<file path="src/rtl/jc_pkg.sv">
// Shared constants for the parameterised Johnson counter.
// Direction encodings and default register width.
package jc_pkg;
   localparam logic JC_DIR_FWD       = 1'b0;
   localparam logic JC_DIR_REV       = 1'b1;
   localparam int   JC_WIDTH_DEFAULT = 4;
endpackage

</file>
<file path="src/rtl/jc_phase_decode.sv">
// Decodes a Johnson code into its state index and a legality flag.
// A code is legal when it has at most one transition between adjacent bits.
module jc_phase_decode #(
   parameter int WIDTH = 4,
   parameter int PW    = $clog2(2*WIDTH)
) (
   input  logic [WIDTH-1:0] count_i,
   output logic [PW-1:0]    phase_o,
   output logic             legal_o
);
   localparam int            CW    = $clog2(WIDTH+1);
   // 2*WIDTH may not fit in PW bits; the modular subtraction below still
   // yields the right index because the result is always below 2*WIDTH.
   localparam logic [PW-1:0] TWO_W = PW'(2*WIDTH);

   logic [WIDTH-2:0] edge_w;
   logic [CW-1:0]    ones_w;
   logic [CW-1:0]    trans_w;

   generate
      for (genvar gi = 0; gi < WIDTH-1; gi++) begin : g_edge
         assign edge_w[gi] = count_i[gi] ^ count_i[gi+1];
      end
   endgenerate

   always_comb begin
      ones_w  = '0;
      trans_w = '0;
      for (int i = 0; i < WIDTH; i++) begin
         ones_w = ones_w + CW'(count_i[i]);
      end
      for (int i = 0; i < WIDTH-1; i++) begin
         trans_w = trans_w + CW'(edge_w[i]);
      end
   end

   assign legal_o = (trans_w < CW'(2));

   always_comb begin
      phase_o = '0;
      if (legal_o) begin
         phase_o = count_i[WIDTH-1] ? (TWO_W - PW'(ones_w)) : PW'(ones_w);
      end
   end
endmodule

</file>
<file path="src/rtl/johnson_counter_param.sv">
// Bidirectional loadable Johnson counter with wrap pulse and phase output.
// Define JC_SELF_CORRECT_EN to flag illegal codes on err and clear them next edge.
module johnson_counter_param
   import jc_pkg::*;
#(
   parameter int WIDTH = JC_WIDTH_DEFAULT
) (
   input  logic                        clk,
   input  logic                        reset,
   input  logic                        en,
   input  logic                        dir,
   input  logic                        load,
   input  logic [WIDTH-1:0]            load_val,
   output logic [WIDTH-1:0]            count,
   output logic [$clog2(2*WIDTH)-1:0]  phase,
   output logic                        wrap,
   output logic                        err
);
   localparam int PW = $clog2(2*WIDTH);

   logic [WIDTH-1:0] count_q, count_d;
   logic             wrap_q, wrap_d;
   logic [PW-1:0]    phase_w;
   logic             legal_w;
   logic             correct_w;

   jc_phase_decode #(
      .WIDTH (WIDTH),
      .PW    (PW)
   ) u_decode (
      .count_i (count_q),
      .phase_o (phase_w),
      .legal_o (legal_w)
   );

`ifdef JC_SELF_CORRECT_EN
   assign correct_w = ~legal_w;
`else
   assign correct_w = 1'b0;
`endif

   // Wrap only fires from a legal code; stepping never maps illegal to legal.
   always_comb begin
      count_d = count_q;
      wrap_d  = 1'b0;
      if (load) begin
         count_d = load_val;
      end else if (correct_w) begin
         count_d = '0;
      end else if (en) begin
         if (dir == JC_DIR_FWD) begin
            count_d = {count_q[WIDTH-2:0], ~count_q[WIDTH-1]};
            wrap_d  = legal_w && (phase_w == PW'(2*WIDTH-1));
         end else begin
            count_d = {~count_q[0], count_q[WIDTH-1:1]};
            wrap_d  = legal_w && (phase_w == '0);
         end
      end
   end

   always_ff @(posedge clk or negedge reset) begin
      if (!reset) begin
         count_q <= '0;
         wrap_q  <= 1'b0;
      end else begin
         count_q <= count_d;
         wrap_q  <= wrap_d;
      end
   end

   assign count = count_q;
   assign phase = phase_w;
   assign wrap  = wrap_q;
   assign err   = correct_w;
endmodule

</file>
<file path="config.mk">
export PLATFORM = sky130hd
export DESIGN_NAME = johnson_counter_param
export DESIGN_NICKNAME = d
export VERILOG_FILES = /design/src/rtl/jc_pkg.sv /design/src/rtl/jc_phase_decode.sv /design/src/rtl/johnson_counter_param.sv
export SDC_FILE = /design/constraint.sdc
export NUM_CORES = 1
export LEC_CHECK = 0
export BUFFER_PORTS_ARGS = -buffer_cell sky130_fd_sc_hd__buf_2
export CAP_MARGIN = 20
export CORE_AREA = 5 5 42 44
export DETAILED_ROUTE_END_ITERATION = 7
export DIE_AREA = 0 0 47 49
export PLACE_DENSITY_LB_ADDON = 0.2
export SETUP_SLACK_MARGIN = 0.02
export SYNTH_ARGS = -nofsm -noshare
export SYNTH_HDL_FRONTEND = slang
export SYNTH_SLANG_ARGS = --single-unit
export TNS_END_PERCENT = 50
</file>
<file path="constraint.sdc">
create_clock -name clk -period 2.27 [get_ports clk]
set_clock_uncertainty 0.05 [all_clocks]
set_input_delay 0.454 -clock clk [delete_from_list [all_inputs] [get_ports clk]]
set_output_delay 0.454 -clock clk [all_outputs]
set_load 0.02 [all_outputs]
</file>
# After elaboration in Yosys (flattened, before gate mapping)
# Cells that the tools add are included.
[classes] reduce_logical=4 bitwise=5 eq_ne=1 n_addsub=6 order_cmp=1 muxes=8
[ops] operator="$mux W4" count=3
[ops] operator="$add A3 B1 Y3" count=3
[ops] operator="$mux W3" count=2
[ops] operator="$add A1 B1 Y2" count=2
[ops] operator="$eq A3 B3 Y1 const B" count=1
[ops] operator="$logic_not A3 Y1" count=1
[ops] operator="$lt A3 B2 Y1 const B" count=1
[ops] operator="$mux W1" count=3
[ops] operator="$sub A1 B3 Y3 const A" count=1
[ops] operator="$xor A1 B1 Y1" count=3
[ops] operator="$logic_and A1 B1 Y1" count=2
[ops] operator="$not A1 Y1" count=2
[ops] operator="$reduce_bool A2 Y1" count=1
[word_totals] out_inout_bits=9 in_bits=9 ff_bits=5

# Longest topological paths before layout
# Gate-level depths: netlist (run 1).
[depth] ltp_word=11 mapped_depth=8 depth_no_buf=8

# By module
# From an unflattened synthesis (run 1), not the netlist that was laid out.
[unflattened] hier_cells=50 area_unflattened_um2=478.0
[modules_own_cells] module="johnson_counter_param" area_each_um2=322.8 cells_each=32 instances=1
[modules_own_cells] module="jc_phase_decode" area_each_um2=155.1 cells_each=18 instances=1

# Least setup slack after synthesis (run 1)
# Ideal clock, no wire load.
[synth_timing] path_type="register -> output" startpoint="register count_q[1], in the netlist count[1]" endpoint="output phase[2]" stages_incl_launch_ff=8 t_required_ps=1766 path_buffers=0 t_arrival_ps=2439 path_slack_ps=-673 path_cell_list="dfrtp_1 > ha_1 > fa_1 > ha_1 > inv_1 > ha_1 > a21o_1 > a211oi_1"
[synth_via] elab_chain_cells=6
[synth_rtl] item="start, declared" line_no="johnson_counter_param.sv:21" rtl="logic [WIDTH-1:0] count_q, count_d;"
[synth_rtl] item="start signal, assigned" line_no="johnson_counter_param.sv:66" rtl="count_q <= count_d;"
[synth_rtl] item="$add A1 B1 Y2" line_no="jc_phase_decode.sv:30" rtl="ones_w = ones_w + CW'(count_i[i]);"
[synth_rtl] item="$add A3 B1 Y3 (2 in series)" line_no="jc_phase_decode.sv:30"
[synth_rtl] item="$sub A1 B3 Y3" line_no="jc_phase_decode.sv:42" rtl="phase_o = count_i[WIDTH-1] ? (TWO_W - PW'(ones_w)) : PW'(ones_w);"
[synth_rtl] item="$mux W3" line_no="jc_phase_decode.sv:42"
[synth_rtl] item="$mux W3 *" line_no="jc_phase_decode.sv:41" rtl="if (legal_o) begin"
[synth_rtl] item="end, declared" line_no="johnson_counter_param.sv:15" rtl="output logic [$clog2(2*WIDTH)-1:0] phase,"
# Mark *: on every way between the ends. The rest lies on a longest branch, timed or not.

# Worst setup path in the final report (run 1)
[layout_timing] startpoint="register count_q[0], in the netlist count[0]" endpoint="output phase[2]"
# The elaborated chain is that of the path after synthesis.

==> results of run 1 <==
## worst register-to-register path, delay by kind of cell (launching register included)
| family | cells | cell delay, ps |
|---|---|---|
| fa+ha+maj | 4 | 1090 |
| flops | 1 | 420 |
| buf+inv | 2 | 170 |
| simple gates | 1 | 170 |
| compound gates | 2 | 470 |
## registers in the layout (all words and copies together), names as in the netlist
signal	count
count	4
wrap	1
## cell usage in the layout, fill, tap and decap left out, drive strengths merged
master       instances
a211oi               3
a21o                 3
a21oi                5
a22o                 1
a311oi               2
and2                 1
and2b                1
and3b                1
and4b                1
buf                 25
clkbuf               4
conb                 1
dfrtp                5
dlygate4sd3          1
fa                   1
ha                   4
inv                  5
mux2i                2
nand2                2
nand2b               4
nand3                1
nand3b               1
nor2                 2
nor2b                3
nor4                 1
nor4b                1
o21ai                1
o311a                1
or2                  1
xnor2                1
xor2                 2
## per-stage QoR
step                      total power (W)  hold slack (ps)  setup TNS, ps
after CTS                        0.000658              375          -1170
final                            0.000665              376          -1130
after detailed placement         0.000461              219           -778
after global placement           0.000455              219           -656
after global routing             0.000711              382          -1330
after floorplan                  0.000357              108           -685
## power breakdown
group          internal, W  switching (W)
Sequential       0.0000986     0.00000825
Clock            0.0000665      0.0000367
Combinational     0.000239       0.000216
Total             0.000404       0.000261
## worst paths after layout
| check | cells past startpoint | from | to |
|---|---|---|---|
| max in group asynchronous | 2 | reset | count[0]$_DFFE_PN0P_ |
| min reg2reg | 4 | count[0]$_DFFE_PN0P_ | count[3]$_DFFE_PN0P_ |
| min in group asynchronous | 2 | reset | wrap$_DFF_PN0_ |
| min | 2 | load_val[2] | count[2]$_DFFE_PN0P_ |
| max reg2reg | 9 | count[0]$_DFFE_PN0P_ | wrap$_DFF_PN0_ |
| max | 8 | count[0]$_DFFE_PN0P_ | phase[2] |
## per-layer routing
metal	routed length (um)	part of all wire	vias up
li1	-	-	267
met1	624	0.48	242
met2	593	0.46	13
met3	75	0.058	0
met4	0	0	0
met5	0	0	-
## cells by family (layout without fill, tap and decap cells)
logic type	after synthesis	in the layout	share of synthesized area
adders and majority gates	5	5	0.127
DFF	5	5	0.227
muxes	2	2	0.0363
xor gates and xnor gates	3	3	0.0476
other	1	1	0.00680
buffers and inverters	11	35	0.120
AOI/OAI and AO/OA	16	16	0.202
and+or+nand+nor	20	20	0.234
## repair_timing
action | CTS | global route
gates resized for setup | 12 | 2
endpoints found under the setup margin | 4 | 4
buffers inserted | 2 | 0
pin swaps | 2 | 1
hold endpoints to repair | 5 | 0
hold buffers | 1 | 0
## final cells by class
cell class / count / area, um^2 / share of cell area
Timing Repair Buffer: 26 / 180 / 0.225
Tap cell: 16 / 20.0 / 0.0250
Sequential cell: 5 / 128 / 0.159
Multi-Input combinational cell: 47 / 428 / 0.534
Inverter: 5 / 18.8 / 0.0234
Clock buffer: 4 / 26.3 / 0.0328
==> impl_metrics.env, run 1 <==
export IMPL_grt_pass1_wl_mm=2.08
export IMPL_min_path_type="in -> reg"
export IMPL_h_tree_depth=1
export IMPL_grt_max_degree=14
export IMPL_crit_required_ps=1770
export IMPL_antenna_found_initial=0
export IMPL_ir_worst_vdd_uv=334
export IMPL_crit_buf_inv=2
export IMPL_ys_warn_count=0
export IMPL_grtUsageTotal=0.121
export IMPL_violations="negative setup slack"
export IMPL_p_per_area_nw_per_um2=830
export IMPL_clk_pin_slew_ps=50
export IMPL_synthDistinctLibCells=33
export IMPL_syn_area_um2=552
export IMPL_dieArea_um2=2300
export IMPL_dpl_cell_area_um2=703
export IMPL_synth_top_cell_area_share=0.227
export IMPL_grt_pass1_vias=458
export IMPL_drtIter0Drc=4
export IMPL_syn_inst=63
export IMPL_busiest_layer="met1"
export IMPL_vias=522
export IMPL_slowest_stage="dfrtp_2"
export IMPL_synth_flop_cell="dfrtp_1"
export IMPL_layout_min_cycle_time_ps=2750
export IMPL_p_leak_nw=0.390
export IMPL_met3_usage=0.0221
export IMPL_synth_edf_count=0
export IMPL_crit_top_cell="ha_4"
export IMPL_pre_cts_ws_ps=-323
export IMPL_drt_wl_total_mm=1.29
export IMPL_place_inst=96
export IMPL_nNetsFinal=102
export IMPL_crit_fanout=3
export IMPL_timing_final_crit_share=1.21
export IMPL_cts_root_buf="clkbuf_4"
export IMPL_fin_ws_ps=-477
export IMPL_syn_nets=77
export IMPL_hold_violations=0
export IMPL_crit_type="reg -> out"
export IMPL_dp_hpwl_mm=1.03
export IMPL_max_stage_delay_ps=420
export IMPL_ant_nets=0
export IMPL_use_met2=0.165
export IMPL_final_util=0.571
export IMPL_rows=14
export IMPL_drv_slew=0
export IMPL_async_reset_ff_frac=1.00
export IMPL_clockBufferDepth=2
export IMPL_io_pins=18
export IMPL_yosysTopAreaCell="dfrtp_1"
export IMPL_gp_congestion=0.720
export IMPL_wl_per_cell_um=12.6
export IMPL_synth_seq_cells=5
export IMPL_initial_core_util=0.394
export IMPL_cp_arrival_ps=2240
export IMPL_gr_usage_met1=0.186
export IMPL_status="finished with violations"
export IMPL_max_freq_mhz=364
export IMPL_rsz0062_at_grt="yes"
export IMPL_drc_errors=0
export IMPL_final_area_um2=801
export IMPL_cp_end_kind="primary output"
export IMPL_io_buffers=16
export IMPL_synth_seq_area_share=0.227
export IMPL_cts_tree="yes"
export IMPL_routed_via_density=5.07
export IMPL_layout_drive_gt1_share=0.494
export IMPL_die_y_um=49
export IMPL_maxCapViolations=0
export IMPL_final_cells=103
export IMPL_crit_chain="ha_4 -> fa_2 -> ha_4 -> inv_2 -> ha_4 -> a21o_1 -> a211oi_4 -> buf_6"
export IMPL_cts_sinks=5
export IMPL_setup_viol=4
export IMPL_reg2reg_slack_ps=-220
export IMPL_synthTopCellsByArea="dfrtp_1 23%, ha_1 9.1%, a21oi_1 4.5%"
export IMPL_numCtsBuffers=3
export IMPL_fillers=140
export IMPL_crit_path_start_kind="flip-flop"
export IMPL_critical_path_top_delay_family="adder cells"
export IMPL_synth_common_cells="5 x a21oi_1, 5 x dfrtp_1, 5 x inv_1, 4 x ha_1"
export IMPL_antennaDiodeCount=0
export IMPL_dr_pass1_iters=3
export IMPL_insertion_delay_ps=240
export IMPL_coreArea_um2=1400
export IMPL_die_w_um=47
export IMPL_avgSynthCellArea_um2=8.76
export IMPL_syn_to_final_growth_pct=45.1
export IMPL_grt_overflow=0
No activity file was read; power rests on OpenSTA's default activity.
==> inputs of run 2 (changes only) <==
Clock period 2.27 ns to 3 ns, I/O delays scaled along.
==> impl_metrics.env, run 2 (synthesis results as in run 1) <==
export IMPL_status="completed"
export IMPL_ant_nets=0
export IMPL_drv_slew=0
export IMPL_dieArea_um2=2300
export IMPL_crit_required_ps=2350
export IMPL_clockBufferDepth=2
export IMPL_p_leak_nw=0.365
export IMPL_clk_pin_slew_ps=40
export IMPL_dr_pass1_iters=4
export IMPL_timing_final_crit_share=0.971
export IMPL_cp_arrival_ps=2260
export IMPL_hold_violations=0
export IMPL_drt_wl_total_mm=1.29
export IMPL_cp_end_kind="primary output"
export IMPL_antennaDiodeCount=0
export IMPL_crit_path_start_kind="flip-flop"
export IMPL_maxCapViolations=0
export IMPL_fin_setup_tns_ps=0
export IMPL_largest_register_ffs=4
export IMPL_mostFrequentLayoutCells="14 x buf_2, 8 x buf_4, 5 x inv_1"
export IMPL_dp_hpwl_um=949
export IMPL_grtUsageTotal=0.126
export IMPL_final_util=0.525
export IMPL_io_buffers=16
export IMPL_grt_pass1_wl_mm=2.13
export IMPL_grt_pass1_vias=518
export IMPL_rsz0062_at_grt="yes"
export IMPL_die_w_um=47
export IMPL_vias=528
export IMPL_fillers=136
export IMPL_cts_tree="yes"
export IMPL_nNetsFinal=98
export IMPL_ir_worst_vdd_uv=239
export IMPL_layout_min_cycle_time_ps=2910
export IMPL_drtIter0Drc=7
export IMPL_min_path_type="in -> async"
export IMPL_max_freq_mhz=343
export IMPL_crit_fanout=3
export IMPL_grt_max_degree=14
export IMPL_layout_drive_gt1_share=0.434
export IMPL_antenna_found_initial=0
export IMPL_wl_per_cell_um=13.0
export IMPL_pre_cts_ws_ps=111
export IMPL_insertion_delay_ps=240
export IMPL_routed_via_density=5.33
export IMPL_die_y_um=49
export IMPL_cts_sinks=5
export IMPL_cts_root_buf="clkbuf_4"
export IMPL_gp_congestion=0.707
export IMPL_h_tree_depth=1
export IMPL_final_common_cell="buf_2"
export IMPL_drc_errors=0
export IMPL_io_pins=18
export IMPL_coreArea_um2=1400
export IMPL_fin_ws_ps=88.2
export IMPL_rows=14
export IMPL_numCtsBuffers=3
export IMPL_syn_to_final_growth_pct=33.3
export IMPL_finalPower_w=0.000430
export IMPL_crit_type="reg -> out"
export IMPL_grt_overflow=0
export IMPL_initial_core_util=0.394
export IMPL_holdWs_ps=116
export IMPL_p_per_area_nw_per_um2=585
export IMPL_setup_viol=0
export IMPL_hold_buffers=0
-- run 2: cell count changes in the layout (fill, tap and decap cells not counted), sizes merged --
cell / delta
buf: -3
dlygate4sd3: -1
-- run 2: what timing repair did --
item / CTS / global route
pin swaps: 0 / 3
resized for setup: 5 / 5
buffers inserted: 1 / 2
setup endpoints to repair: 2 / 2
-- run 2: cell type report --
type	instances	area, um^2	share of cell area
multi-input combinational	47	414	0.563
timing repair buffer	22	130	0.177
sequential	5	126	0.172
clock buffer	4	26.3	0.0357
tap	16	20.0	0.0272
inverter	5	18.8	0.0255
-- run 2: path summary, 6_finish.rpt --
path,start,end,slack [ps],cells past startpoint
max in group asynchronous,reset,count[0]$_DFFE_PN0P_,2640,1
setup / recovery,count[0]$_DFFE_PN0P_,phase[2],90,8
hold reg to reg,count[1]$_DFFE_PN0P_,count[0]$_DFFE_PN0P_,830,4
hold / removal,reset,count[2]$_DFFE_PN0P_,120,1
min in group clk,load_val[1],count[1]$_DFFE_PN0P_,510,2
setup reg to reg,count[0]$_DFFE_PN0P_,wrap$_DFF_PN0_,570,8
-- run 2: routing by layer --
layer  vias up  track usage  wire (um)
met5         -            0          0
met4         0       0.0415          0
met3         0       0.0443         45
met2        11        0.219        700
met1       257        0.135        544
li1        260            -          -
-- run 2: critical path: stages, from the launching register on --
cell,delay (ps)
dfrtp_2,420
ha_4,250
fa_2,370
ha_4,280
inv_1,60
ha_4,160
a21o_1,180
a211oi_2,130
buf_4,170
-- run 2: metrics by stage --
stage                     cell area, um^2  cells
after global placement                632     92
after floorplan                       557     63
after CTS                             697     97
after detailed placement              632     92
final                                 736     99
after global routing                  736     99
-- run 2: where the power goes --
part           total [W]  leakage [nW]  internal, W  switching (W)
clock network  0.0000763        0.0150    0.0000502      0.0000261
registers      0.0000806        0.0596    0.0000744     0.00000621
logic           0.000273         0.291     0.000131       0.000143
total           0.000430         0.365     0.000255       0.000175
==> inputs of run 3 (changes only) <==
Settings changed: RECOVER_POWER set to 50.
==> impl_metrics.env, run 3 (synthesis results as in run 1) <==
export IMPL_status="completed"
export IMPL_grt_max_degree=14
export IMPL_gp_congestion=0.707
export IMPL_critPathLaunch="count[0]$_DFFE_PN0P_"
export IMPL_crit_fanout=3
export IMPL_vias=527
export IMPL_grt_pass1_wl_mm=2.13
export IMPL_cts_root_buf="clkbuf_4"
export IMPL_rsz0062_at_grt="yes"
export IMPL_antenna_found_initial=0
export IMPL_coreArea_um2=1400
export IMPL_grt_overflow=0
export IMPL_finalPower_w=0.000430
export IMPL_h_tree_depth=1
export IMPL_wl_per_cell_um=13.0
export IMPL_io_buffers=16
export IMPL_layout_drive_gt1_share=0.422
export IMPL_initial_core_util=0.394
export IMPL_layout_min_cycle_time_ps=2910
export IMPL_r2r_start="count[0]$_DFFE_PN0P_"
export IMPL_cp_end_kind="primary output"
export IMPL_hold_violations=0
export IMPL_dr_pass1_iters=4
export IMPL_numCtsBuffers=3
export IMPL_io_pins=18
export IMPL_p_per_area_nw_per_um2=585
export IMPL_nNetsFinal=98
export IMPL_dp_hpwl_um=949
export IMPL_crit_path_start_kind="flip-flop"
export IMPL_timing_final_crit_share=0.971
export IMPL_clk_pin_slew_ps=40
export IMPL_routed_via_density=5.32
export IMPL_antennaDiodeCount=0
export IMPL_holdWs_ps=155
export IMPL_ant_nets=0
export IMPL_cp_arrival_ps=2260
export IMPL_pre_cts_ws_ps=111
export IMPL_cts_sinks=5
export IMPL_mostFrequentLayoutCells="13 x buf_2, 8 x buf_4, 5 x inv_1"
export IMPL_drt_wl_total_mm=1.29
export IMPL_ir_worst_vdd_uv=237
export IMPL_fin_setup_tns_ps=0
export IMPL_fin_ws_ps=88.2
export IMPL_maxCapViolations=0
export IMPL_die_w_um=47
export IMPL_largest_register_ffs=4
export IMPL_clockBufferDepth=2
export IMPL_dieArea_um2=2300
export IMPL_rows=14
export IMPL_crit_required_ps=2350
export IMPL_crit_type="reg -> out"
export IMPL_max_freq_mhz=343
export IMPL_drv_slew=0
export IMPL_fillers=137
export IMPL_setup_viol=0
export IMPL_p_leak_nw=0.362
export IMPL_syn_to_final_growth_pct=33.1
export IMPL_drc_errors=0
export IMPL_grt_pass1_vias=518
export IMPL_cts_tree="yes"
export IMPL_die_y_um=49
export IMPL_final_common_cell="buf_2"
export IMPL_min_path_type="in -> async"
export IMPL_insertion_delay_ps=240
export IMPL_grtUsageTotal=0.126
export IMPL_drtIter0Drc=7
run 3: cell count changes in the layout (fill, tap and decap cells not counted), sizes merged:
cell    change
buf         -1
clkbuf      +1
run 3: timing repair:
item / in CTS / in global routing
hold buffers: 0 / 0
setup endpoints to repair: 2 / 2
buffers inserted: 1 / 2
resized for setup: 5 / 5
pin swaps: 0 / 3
run 3: final timing paths:
path | endpoint | slack (ps) | cells after the start
min in group clk | count[1]$_DFFE_PN0P_ | 510 | 2
worst max-delay path | phase[2] | 90 | 8
worst min-delay path | count[2]$_DFFE_PN0P_ | 150 | 1
worst min register to register | count[0]$_DFFE_PN0P_ | 830 | 4
worst max register to register | wrap$_DFF_PN0_ | 570 | 8
max in group asynchronous | count[0]$_DFFE_PN0P_ | 2510 | 1
run 3: through the flow:
step	instances	utilization	area, um^2
after floorplan	63	-	557
after global placement	92	0.451	632
after CTS	97	0.497	697
after global routing	99	0.524	734
final	99	0.524	734
after detailed placement	92	0.451	632
run 3: critical path: stages, from the launching register on:
cell	delay, ps
dfrtp_2	420
ha_4	250
fa_2	370
ha_4	280
inv_1	60
ha_4	160
a21o_1	180
a211oi_2	130
buf_4	170
run 3: area by class of cell:
cell class	count	area, um^2	share of cell area
Clock buffer	4	26.3	0.0358
Inverter	5	18.8	0.0256
Sequential cell	5	126	0.172
Multi-Input combinational cell	47	414	0.564
Timing Repair Buffer	22	129	0.175
Tap cell	16	20.0	0.0273
run 3: where the power goes:
group          internal (W)  switching [W]  total [W]
Sequential        0.0000744     0.00000621  0.0000806
Clock             0.0000502      0.0000261  0.0000763
Combinational      0.000130       0.000143   0.000273
run 3: metal layers:
metal / global-route usage / up-vias / share of wire
met4: 0.0415 / 0 / 0
met1: 0.135 / 256 / 0.42
met3: 0.0443 / 0 / 0.035
met5: 0 / - / 0
li1: - / 260 / -
met2: 0.219 / 11 / 0.54
